File: src/rtl/bp_fe_bht_updater_pkg.sv
// Shared types for the FE BHT updater: entry declaration macro, update-result enum and a saturating increment.
`define BP_FE_DECLARE_BHT_UPD_ENTRY_S(idx_width_mp) \
  typedef struct packed { \
    logic [idx_width_mp-1:0] idx; \
    logic                    taken; \
  } bp_fe_bht_upd_entry_s

package bp_fe_pkg;

  typedef enum logic {
    e_bht_mispred = 1'b0,
    e_bht_correct = 1'b1
  } bp_fe_bht_upd_result_e;

  localparam logic [31:0] stat_max_lp = 32'hFFFF_FFFF;

  function automatic logic [31:0] sat_inc32(input logic [31:0] val);
    return (val == stat_max_lp) ? val : val + 32'd1;
  endfunction

endpackage

File: src/rtl/bp_fe_bht_updater_if.sv
// Fetch-side prediction capture, backend resolution and BHT write-port bundle for bp_fe_bht_updater.
interface bp_fe_bht_updater_if #(
  parameter int bht_idx_width_p = 9,
  parameter int els_p           = 8
);
  logic                       pred_v_i;
  logic [bht_idx_width_p-1:0] pred_idx_i;
  logic                       pred_taken_i;
  logic                       pred_ready_o;
  logic                       res_v_i;
  logic                       res_taken_i;
  logic                       flush_i;
  logic                       w_v_o;
  logic [bht_idx_width_p-1:0] idx_w_o;
  logic                       correct_o;
  logic [$clog2(els_p):0]     count_o;
  logic                       err_o;
  logic [31:0]                stat_correct_o;
  logic [31:0]                stat_mispred_o;

  modport master (
    output pred_v_i, pred_idx_i, pred_taken_i, res_v_i, res_taken_i, flush_i,
    input  pred_ready_o, w_v_o, idx_w_o, correct_o, count_o, err_o,
           stat_correct_o, stat_mispred_o
  );

  modport slave (
    input  pred_v_i, pred_idx_i, pred_taken_i, res_v_i, res_taken_i, flush_i,
    output pred_ready_o, w_v_o, idx_w_o, correct_o, count_o, err_o,
           stat_correct_o, stat_mispred_o
  );
endinterface

File: src/rtl/bp_fe_bht_updater_queue.sv
// In-order queue of outstanding BHT predictions; wrap-bit pointers, flush discards everything not yet dequeued.
module bp_fe_bht_upd_queue
  import bp_fe_pkg::*;
#(
  parameter  int bht_idx_width_p = 9,
  parameter  int els_p           = 8,
  localparam int lg_els_lp       = $clog2(els_p)
) (
  input  logic                       clk,
  input  logic                       reset,
  input  logic                       enq_v,
  input  logic [bht_idx_width_p-1:0] enq_idx,
  input  logic                       enq_taken,
  input  logic                       deq_v,
  input  logic                       flush,
  output logic                       enq_ready,
  output logic                       deq_fire,
  output logic                       empty,
  output logic [bht_idx_width_p-1:0] head_idx,
  output logic                       head_taken,
  output logic [lg_els_lp:0]         count
);
  `BP_FE_DECLARE_BHT_UPD_ENTRY_S(bht_idx_width_p);

  localparam logic [lg_els_lp:0] ptr_one_lp = {{lg_els_lp{1'b0}}, 1'b1};

  bp_fe_bht_upd_entry_s     mem [els_p];
  bp_fe_bht_upd_entry_s     head;
  logic [lg_els_lp:0]       rd_ptr, wr_ptr;
  logic                     full, enq_fire;

  assign full      = (rd_ptr[lg_els_lp-1:0] == wr_ptr[lg_els_lp-1:0])
                   && (rd_ptr[lg_els_lp] != wr_ptr[lg_els_lp]);
  assign empty     = (rd_ptr == wr_ptr);
  assign enq_ready = ~full;
  // Readiness comes only from registered pointers, so a full queue ignores a same-cycle dequeue.
  assign enq_fire  = enq_v & ~full & ~flush;
  assign deq_fire  = deq_v & ~empty;
  assign count     = wr_ptr - rd_ptr;

  always_ff @(posedge clk) begin
    if (reset) begin
      rd_ptr <= '0;
      wr_ptr <= '0;
    end else begin
      if (enq_fire) wr_ptr <= wr_ptr + ptr_one_lp;
      if (flush)         rd_ptr <= wr_ptr;
      else if (deq_fire) rd_ptr <= rd_ptr + ptr_one_lp;
    end
  end

  always_ff @(posedge clk) begin
    if (enq_fire) mem[wr_ptr[lg_els_lp-1:0]] <= '{idx: enq_idx, taken: enq_taken};
  end

  assign head       = mem[rd_ptr[lg_els_lp-1:0]];
  assign head_idx   = head.idx;
  assign head_taken = head.taken;
endmodule

File: src/rtl/bp_fe_bht_updater.sv
// Pairs queued BHT predictions with backend outcomes and drives the BHT update port one cycle later.
// Optional update statistics are built when BP_FE_BHT_UPDATER_STATS_EN is defined.
module bp_fe_bht_updater
  import bp_fe_pkg::*;
#(
  parameter int bht_idx_width_p = 9,
  parameter int els_p           = 8
) (
  input logic                clk_i,
  input logic                reset_i,
  bp_fe_bht_updater_if.slave bus
);
  logic                       deq_fire, empty;
  logic [bht_idx_width_p-1:0] head_idx, idx_w;
  logic                       head_taken, w_v, correct, err;

  bp_fe_bht_upd_queue #(
    .bht_idx_width_p(bht_idx_width_p),
    .els_p          (els_p)
  ) queue (
    .clk       (clk_i),
    .reset     (reset_i),
    .enq_v     (bus.pred_v_i),
    .enq_idx   (bus.pred_idx_i),
    .enq_taken (bus.pred_taken_i),
    .deq_v     (bus.res_v_i),
    .flush     (bus.flush_i),
    .enq_ready (bus.pred_ready_o),
    .deq_fire  (deq_fire),
    .empty     (empty),
    .head_idx  (head_idx),
    .head_taken(head_taken),
    .count     (bus.count_o)
  );

  always_ff @(posedge clk_i) begin
    if (reset_i) begin
      w_v     <= 1'b0;
      idx_w   <= '0;
      correct <= 1'b0;
      err     <= 1'b0;
    end else begin
      w_v <= deq_fire;
      if (deq_fire) begin
        idx_w   <= head_idx;
        correct <= ~(head_taken ^ bus.res_taken_i);
      end
      // A resolution with nothing outstanding means fetch and backend lost sync.
      if (bus.res_v_i && empty) err <= 1'b1;
    end
  end

  assign bus.w_v_o     = w_v;
  assign bus.idx_w_o   = idx_w;
  assign bus.correct_o = correct;
  assign bus.err_o     = err;

`ifdef BP_FE_BHT_UPDATER_STATS_EN
  logic [31:0]           stat_correct, stat_mispred;
  bp_fe_bht_upd_result_e result;

  assign result = correct ? e_bht_correct : e_bht_mispred;

  always_ff @(posedge clk_i) begin
    if (reset_i) begin
      stat_correct <= '0;
      stat_mispred <= '0;
    end else if (w_v) begin
      if (result == e_bht_correct) stat_correct <= sat_inc32(stat_correct);
      else                         stat_mispred <= sat_inc32(stat_mispred);
    end
  end

  assign bus.stat_correct_o = stat_correct;
  assign bus.stat_mispred_o = stat_mispred;
`else
  assign bus.stat_correct_o = '0;
  assign bus.stat_mispred_o = '0;
`endif
endmodule
File: src/flat_wrapper.sv
// flat-port wrapper written by rule: the top's interface ports become plain ports
module bp_fe_bht_updater_flat import bp_fe_pkg::*;
#(
  parameter int bht_idx_width_p = 9,
  parameter int els_p           = 8
)
  (clk_i, reset_i, bus_pred_v_i, bus_pred_idx_i, bus_pred_taken_i, bus_res_v_i, bus_res_taken_i, bus_flush_i, bus_pred_ready_o, bus_w_v_o, bus_idx_w_o, bus_correct_o, bus_count_o, bus_err_o, bus_stat_correct_o, bus_stat_mispred_o);
  bp_fe_bht_updater_if #(.bht_idx_width_p(bht_idx_width_p), .els_p(els_p)) bus_i ();
  input logic clk_i;
  input logic reset_i;
  input wire logic [$bits(bus_i.pred_v_i)-1:0] bus_pred_v_i;
  input wire logic [$bits(bus_i.pred_idx_i)-1:0] bus_pred_idx_i;
  input wire logic [$bits(bus_i.pred_taken_i)-1:0] bus_pred_taken_i;
  input wire logic [$bits(bus_i.res_v_i)-1:0] bus_res_v_i;
  input wire logic [$bits(bus_i.res_taken_i)-1:0] bus_res_taken_i;
  input wire logic [$bits(bus_i.flush_i)-1:0] bus_flush_i;
  output wire logic [$bits(bus_i.pred_ready_o)-1:0] bus_pred_ready_o;
  output wire logic [$bits(bus_i.w_v_o)-1:0] bus_w_v_o;
  output wire logic [$bits(bus_i.idx_w_o)-1:0] bus_idx_w_o;
  output wire logic [$bits(bus_i.correct_o)-1:0] bus_correct_o;
  output wire logic [$bits(bus_i.count_o)-1:0] bus_count_o;
  output wire logic [$bits(bus_i.err_o)-1:0] bus_err_o;
  output wire logic [$bits(bus_i.stat_correct_o)-1:0] bus_stat_correct_o;
  output wire logic [$bits(bus_i.stat_mispred_o)-1:0] bus_stat_mispred_o;
  assign bus_i.pred_v_i = bus_pred_v_i;
  assign bus_i.pred_idx_i = bus_pred_idx_i;
  assign bus_i.pred_taken_i = bus_pred_taken_i;
  assign bus_i.res_v_i = bus_res_v_i;
  assign bus_i.res_taken_i = bus_res_taken_i;
  assign bus_i.flush_i = bus_flush_i;
  assign bus_pred_ready_o = bus_i.pred_ready_o;
  assign bus_w_v_o = bus_i.w_v_o;
  assign bus_idx_w_o = bus_i.idx_w_o;
  assign bus_correct_o = bus_i.correct_o;
  assign bus_count_o = bus_i.count_o;
  assign bus_err_o = bus_i.err_o;
  assign bus_stat_correct_o = bus_i.stat_correct_o;
  assign bus_stat_mispred_o = bus_i.stat_mispred_o;
  bp_fe_bht_updater #(.bht_idx_width_p(bht_idx_width_p), .els_p(els_p)) u_core (.clk_i(clk_i), .reset_i(reset_i), .bus(bus_i));
endmodule
File: config.mk
export PLATFORM = sky130hd
export DESIGN_NAME = bp_fe_bht_updater_flat
export DESIGN_NICKNAME = d
export VERILOG_FILES = /design/src/rtl/bp_fe_bht_updater_pkg.sv /design/src/rtl/bp_fe_bht_updater_if.sv /design/src/rtl/bp_fe_bht_updater_queue.sv /design/src/rtl/bp_fe_bht_updater.sv /design/src/flat_wrapper.sv
export SDC_FILE = /design/constraint.sdc
export NUM_CORES = 1
export LEC_CHECK = 0
export CAP_MARGIN = 10
export CORE_MARGIN = 3
export CORE_UTILIZATION = 50
export DETAILED_ROUTE_END_ITERATION = 8
export DONT_BUFFER_PORTS = 1
export PLACE_DENSITY = 0.7
export SLEW_MARGIN = 10
export SYNTH_ARGS = -nofsm -noshare
export SYNTH_HDL_FRONTEND = slang
export SYNTH_SLANG_ARGS = --single-unit
File: constraint.sdc
create_clock -name clk_i -period 7.7 [get_ports clk_i]
set_input_delay 1.54 -clock clk_i [delete_from_list [all_inputs] [get_ports clk_i]]
set_output_delay 1.54 -clock clk_i [all_outputs]
set_load 0.005 [all_outputs]
==> results.json, run 1 <==
{
  "antenna_cells": 0,
  "synth_warnings": 0,
  "synth_top_area_cell": "edfxtp_1",
  "syn-cell-area_mm2": 0.00456,
  "clock-sinks": 103,
  "ys_ff_latch": 103,
  "period_share_pct": 42.9,
  "vias": 2175,
  "skew_ps": 13.0,
  "hold_slack_ps": 519,
  "slew_viol_final": 0,
  "row_count": 34,
  "viasPerCell": 5.23,
  "ctsHoldBuffers": 0,
  "first_pass_iters": 4,
  "worstHoldEndpoint": "u_core.bus.err_o$_SDFFE_PP0P_",
  "syn2layout_area_growth_pct": 1.43,
  "grt_usage_pct": 15.5,
  "syn_inst": 296,
  "nets": 325,
  "cpMaxStageDelayCell": "dfxtp_1",
  "clockBufferDepth": 2,
  "r2r_start": "u_core.queue.wr_ptr[0]$_SDFFE_PP0P_",
  "grt_overflow": 0,
  "place_congestion": 0.812,
  "initial_core_util_pct": 51.8,
  "worst_hold_startpoint": "u_core.bus.err_o$_SDFFE_PP0P_",
  "synth_top_cell_area_share_pct": 52.7,
  "peakVddDrop_v": 0.000108,
  "p_int_uw": 773,
  "drt_iter0_markers": 56,
  "setup_viol": 0,
  "worstPathMaxFanout": 6,
  "core_area_mm2": 0.00881,
  "p_comb_share_pct": 8.7,
  "path_clk_slew_ps": 90,
  "wl_per_cell_um": 18.1,
  "worstHoldPathCells": 2,
  "grt_max_degree": 25,
  "power_per_cell_area_mw_per_mm2": 220,
  "yosysSeqAreaShare_pct": 62.8,
  "clk_latency_ps": 360,
  "p_sw_share_pct": 24.1,
  "post-cts-setup-buffers": 0,
  "cp-start-kind": "flop",
  "drcViolationCount": 0,
  "grt_pass1_vias": 2096,
  "cts-resized-gates": 0,
  "htreeDepth": 3,
  "ant_nets": 0,
  "drive_gt1_share_pct": 12.0,
  "cts_root_buffer": "clkbuf_8",
  "drt_wl_total_mm": 7.51,
  "p_leak_nw": 1.63,
  "crit_path_cell_trace": "inv_1 > ha_1 > fa_1 > xnor2_1",
  "antenna_found_initial": 0,
  "tns_ps": 0,
  "maxCapViolations": 0,
  "die_y_um": 101,
  "dp_hpwl_mm": 5.04,
  "port_buffers": 0,
  "outcome": "finished clean",
  "rrSetupSlack_ps": 5110,
  "synth_cell_type_count": 36,
  "synth.avg_cell_area_um2": 15.4,
  "die_w_um": 101,
  "p_sw_uw": 245,
  "synthTopCellsByArea": "edfxtp_1 53%, buf_4 11%, dfxtp_1 10%, mux4_2 5.4%, mux4_1 5.2%",
  "pin_count": 97,
  "slew-limit-headroom_pct": 33.7,
  "numCtsBuffers": 9,
  "worst_pin_slew_ps": 991,
  "cts_tree": "built",
  "cpPeakStageDelay_ps": 440,
  "max_freq_mhz": 303,
  "layout_min_cycle_time_ps": 3300,
  "path_class": "reg -> out",
  "die_area_mm2": 0.0103,
  "worst_setup_path_end_kind": "output port",
  "reg2reg_depth": 6,
  "power_frac_clock_pct": 29.5,
  "arrival_ps": 1760,
  "grt_pass1_wl_mm": 11.6,
  "rsz0062_at_grt": "false",
  "required_ps": 6160,
  "hold_class": "reg -> reg",
  "hold_violations": 0,
  "pwr-share-seq_pct": 61.8
}
-- layer usage --
metal  GRT usage, %  part of all wire [%]
met1           20.7                    44
met2           24.3                    49
met3           5.51                   6.7
met4           4.19                   1.0
met5              0                     0
-- area by class of cell --
| type | instances | area [µm²] |
|---|---|---|
| Sequential cell | 103 | 2860 |
| Clock buffer | 10 | 128 |
| Tap cell | 108 | 135 |
| Inverter | 9 | 33.8 |
| Multi-Input combinational cell | 174 | 1380 |
| Clock inverter | 6 | 43.8 |
| Fill cell | 713 | 4180 |
| Timing Repair Buffer | 6 | 45.0 |
-- synth_stat cells, drive strengths merged --
cell / instances
conb: 1
xnor2: 7
a311oi: 1
or3: 1
nor2b: 1
nor2: 20
mux4: 20
a2111oi: 1
nor3: 4
nand2: 6
buf: 69
inv: 9
edfxtp: 80
and4: 1
mux2i: 11
nor4: 1
a21o: 2
fa: 1
dfxtp: 23
a31oi: 1
and3: 2
o21ai: 3
a211oi: 12
clkbuf: 4
a21boi: 1
o211ai: 3
ha: 5
nand3: 1
a21oi: 3
xor2: 2
-- how the worst max path moves through the flow --
| stage | startpoint | endpoint | slack, ps | cells past startpoint |
|---|---|---|---|---|
| after floorplan | bus_pred_v_i | u_core.queue.mem[0][0]$_DFFE_PP_ | 4360 | 3 |
| after global placement | bus_pred_v_i | u_core.queue.mem[7][8]$_DFFE_PP_ | 4590 | 3 |
| after detailed placement | bus_pred_v_i | u_core.queue.mem[5][8]$_DFFE_PP_ | 4460 | 3 |
| after CTS | u_core.queue.wr_ptr[0]$_SDFFE_PP0P_ | bus_count_o[2] | 4370 | 4 |
| after global routing | u_core.queue.wr_ptr[0]$_SDFFE_PP0P_ | bus_count_o[2] | 4310 | 4 |
| final | u_core.queue.wr_ptr[0]$_SDFFE_PP0P_ | bus_count_o[2] | 4400 | 4 |
-- critical path, delay by kind of cell, from the launching register on --
kind	cells	cell delay, ps
xor+xnor	1	210
flops	1	440
buf+inv	1	140
fa+ha+maj	2	620
-- per-stage QoR --
step / area [µm²] / cells / power, mW / util, % / setup slack (ps)
floorplan: 4800 / 359 / 0.737 / - / 4360
global placement: 4450 / 400 / 0.729 / 50.6 / 4590
detailed placement: 4450 / 400 / 0.732 / 50.6 / 4460
CTS: 4620 / 416 / 1.03 / 52.5 / 4370
global route: 4620 / 416 / 1.07 / 52.5 / 4310
finish: 4620 / 416 / 1.02 / 52.5 / 4400
-- power by group through the flow --
stage	logic [mW]	clock network (mW)	registers, mW
floorplan	0.101	0	0.636
global placement	0.0865	0	0.642
detailed placement	0.0889	0	0.643
CTS	0.0895	0.310	0.631
global route	0.101	0.334	0.632
finish	0.0885	0.300	0.630
-- cell families after synthesis --
group           count (synthesis)  share of synthesized area [%]
buf+inv                        82                           12.3
compound gates                 27                           4.47
other cells                     1                         0.0822
simple gates                   37                           3.57
mux                            31                           13.0
fa+ha+maj                       6                           1.81
xor+xnor                        9                           1.89
flops                         103                           62.8
-- sequential cells by signal, summed over array words and instances, names as in the netlist, named ones only --
register,count
u_core.bus.w_v_o,1
u_core.queue.wr_ptr,4
u_core.queue.mem,80
u_core.queue.rd_ptr,4
u_core.bus.err_o,1
u_core.bus.correct_o,1
u_core.bus.idx_w_o,9
-- cells in the final DEF (no fill, tap or decap), types with 5 or more instances in the layout --
cell and n:
a211oi_1 11, buf_4 6, clkbuf_8 9, conb_1 64, dfxtp_1 23, edfxtp_1 80
ha_1 5, inv_1 9, mux2i_1 11, mux4_1 9, mux4_2 11, nand2_1 6
nor2_1 20, xnor2_1 6
No activity file was read; power rests on OpenSTA's default activity.
==> run 2, diff against run 1 <==
--- a/config.mk
+++ b/config.mk
@@ -10,7 +10,7 @@
 export CORE_UTILIZATION = 50
 export DETAILED_ROUTE_END_ITERATION = 8
 export DONT_BUFFER_PORTS = 1
-export PLACE_DENSITY = 0.7
+export PLACE_DENSITY = 0.73
 export SLEW_MARGIN = 10
 export SYNTH_ARGS = -nofsm -noshare
 export SYNTH_HDL_FRONTEND = slang
==> constraint.sdc (replaced) <==
create_clock -name clk_i -period 2.7 [get_ports clk_i]
set_input_delay 0.54 -clock clk_i [delete_from_list [all_inputs] [get_ports clk_i]]
set_output_delay 0.54 -clock clk_i [all_outputs]
set_load 0.005 [all_outputs]
==> run 2 against run 1 <==
- via count rose by 1.1%
- final area is 2.1% higher
- total power rose to 3.1 times the previous value
- count of clock-buffer cells in the layout fell by 1
- clock skew is 3.2 ps higher
- wire length grew 1.3%
- die area stayed put
- critical path depth rose by 1
==> results.json, run 2 (synthesized netlist as in run 1, its figures left out) <==
{
  "cpMaxStageDelayCell": "nor2_1",
  "drt_iter0_markers": 146,
  "period_share_pct": 89.3,
  "slew-limit-headroom_pct": 32.9,
  "port_buffers": 0,
  "p_leak_nw": 1.68,
  "dr_wl_met2_mm": 3.70,
  "pwr-share-seq_pct": 57.1,
  "cts-resized-gates": 0,
  "arrival_ps": 2390,
  "fin_area_mm2": 0.00472,
  "required_ps": 2680,
  "wl_per_cell_um": 18.0,
  "die_y_um": 101,
  "rsz0062_at_grt": "false",
  "wl_met1_mm": 3.27,
  "peakVddDrop_v": 0.000299,
  "tns_ps": 0,
  "p_sw_uw": 715,
  "top_layer_used": "met4",
  "grt_pass1_wl_mm": 11.4,
  "crit_path_cell_trace": "inv_1 > ha_1 > nand3_1 > o211ai_1 > nor2_1",
  "p_sw_share_pct": 22.9,
  "drt_wl_total_mm": 7.61,
  "largest_reg_flops": 80,
  "fillers": 682,
  "die_w_um": 101,
  "hold_class": "in -> reg",
  "slew_viol_final": 0,
  "vias": 2200,
  "drcViolationCount": 0,
  "cts_tree": "built",
  "clk_latency_ps": 360,
  "syn2layout_area_growth_pct": 3.57,
  "power_frac_clock_pct": 34.0,
  "cp-start-kind": "flop",
  "path_clk_slew_ps": 100,
  "hold_slack_ps": 221,
  "layout_common_cells": "80 x edfxtp_1, 64 x conb_1, 23 x dfxtp_1",
  "row_count": 34,
  "skew_ps": 16.2,
  "postPlaceCellArea_mm2": 0.00450,
  "nets": 331,
  "worst_setup_path_end_kind": "flop",
  "grt_usage_pct": 15.3,
  "clock-sinks": 103,
  "viasPerCell": 5.21,
  "ant_nets": 0,
  "layout_min_cycle_time_ps": 2410,
  "core_area_mm2": 0.00881,
  "drive_gt1_share_pct": 14.0,
  "htreeDepth": 3,
  "first_pass_iters": 4,
  "setup_viol": 0,
  "pin_count": 97,
  "numCtsBuffers": 9,
  "hold_violations": 0,
  "worstPathMaxFanout": 10,
  "dp_hpwl_mm": 5.10,
  "p_int_mw": 2.41,
  "post-cts-setup-buffers": 0,
  "p_comb_share_pct": 8.8,
  "grt_max_degree": 23,
  "wl_met3_um": 578,
  "path_class": "reg -> reg",
  "fin_ws_ps": 290,
  "clockBufferDepth": 2,
  "die_area_mm2": 0.0103,
  "layout_commonest_cell": "edfxtp_1",
  "cts_root_buffer": "clkbuf_8",
  "place_congestion": 0.832,
  "antenna_cells": 0,
  "grt_pass1_vias": 2020,
  "initial_core_util_pct": 51.8,
  "place_ws_ps": 343,
  "max_freq_mhz": 415,
  "p_total_mw": 3.12,
  "power_per_cell_area_mw_per_mm2": 661,
  "outcome": "finished clean",
  "ctsHoldBuffers": 0,
  "worst_pin_slew_ps": 1000,
  "grt_overflow": 0,
  "antenna_found_initial": 0,
  "maxCapViolations": 0,
  "cpPeakStageDelay_ps": 830
}
-- run 2: critical path, delay by kind of cell, from the launching register on --
kind,cells,cell delay [ps]
AOI/OAI and AO/OA,1,180
adders and majority gates,1,320
buffers and inverters,1,140
DFF,1,450
and+or+nand+nor,2,940
-- run 2: worst paths after layout --
| kind | from | endpoint | slack, ps | cells after the start |
|---|---|---|---|---|
| worst max-delay path | u_core.queue.wr_ptr[0]$_SDFFE_PP0P_ | u_core.queue.mem[7][0]$_DFFE_PP_ | 290 | 5 |
| worst min register to register | u_core.bus.idx_w_o[6]$_SDFFE_PP0P_ | u_core.bus.idx_w_o[6]$_SDFFE_PP0P_ | 520 | 2 |
| worst min-delay path | reset_i | u_core.bus.correct_o$_SDFFE_PP0P_ | 220 | 1 |
| worst max register to register | u_core.queue.wr_ptr[0]$_SDFFE_PP0P_ | u_core.queue.mem[7][0]$_DFFE_PP_ | 290 | 5 |
-- run 2: area by class of cell --
type	count	area [µm²]	share of cell area, %
clock buffers	9	124	2.62
well taps	108	135	2.86
flip-flops and latches	103	2860	60.6
multi-input cells	174	1380	29.1
repair buffers	12	90.1	1.91
inverters	9	33.8	0.715
clock inverters	7	100	2.12
-- run 2: through the flow --
stage,utilization [%],instances
after floorplan,-,359
after CTS,53.6,422
final,53.6,422
after global routing,53.6,422
after global placement,51.1,406
after detailed placement,51.1,406
-- run 2: power groups by stage --
stage | combinational, mW | sequential [mW] | clock [mW]
floorplan | 0.289 | 1.81 | 0
global placement | 0.274 | 1.82 | 0
detailed placement | 0.276 | 1.82 | 0
CTS | 0.277 | 1.78 | 1.09
global route | 0.309 | 1.79 | 1.15
finish | 0.276 | 1.78 | 1.06
-- run 2: layer usage --
metal	global-route usage [%]	up-vias
met5	0	-
met4	4.70	0
met3	5.23	6
met2	24.2	109
met1	20.3	1082
li1	-	1003
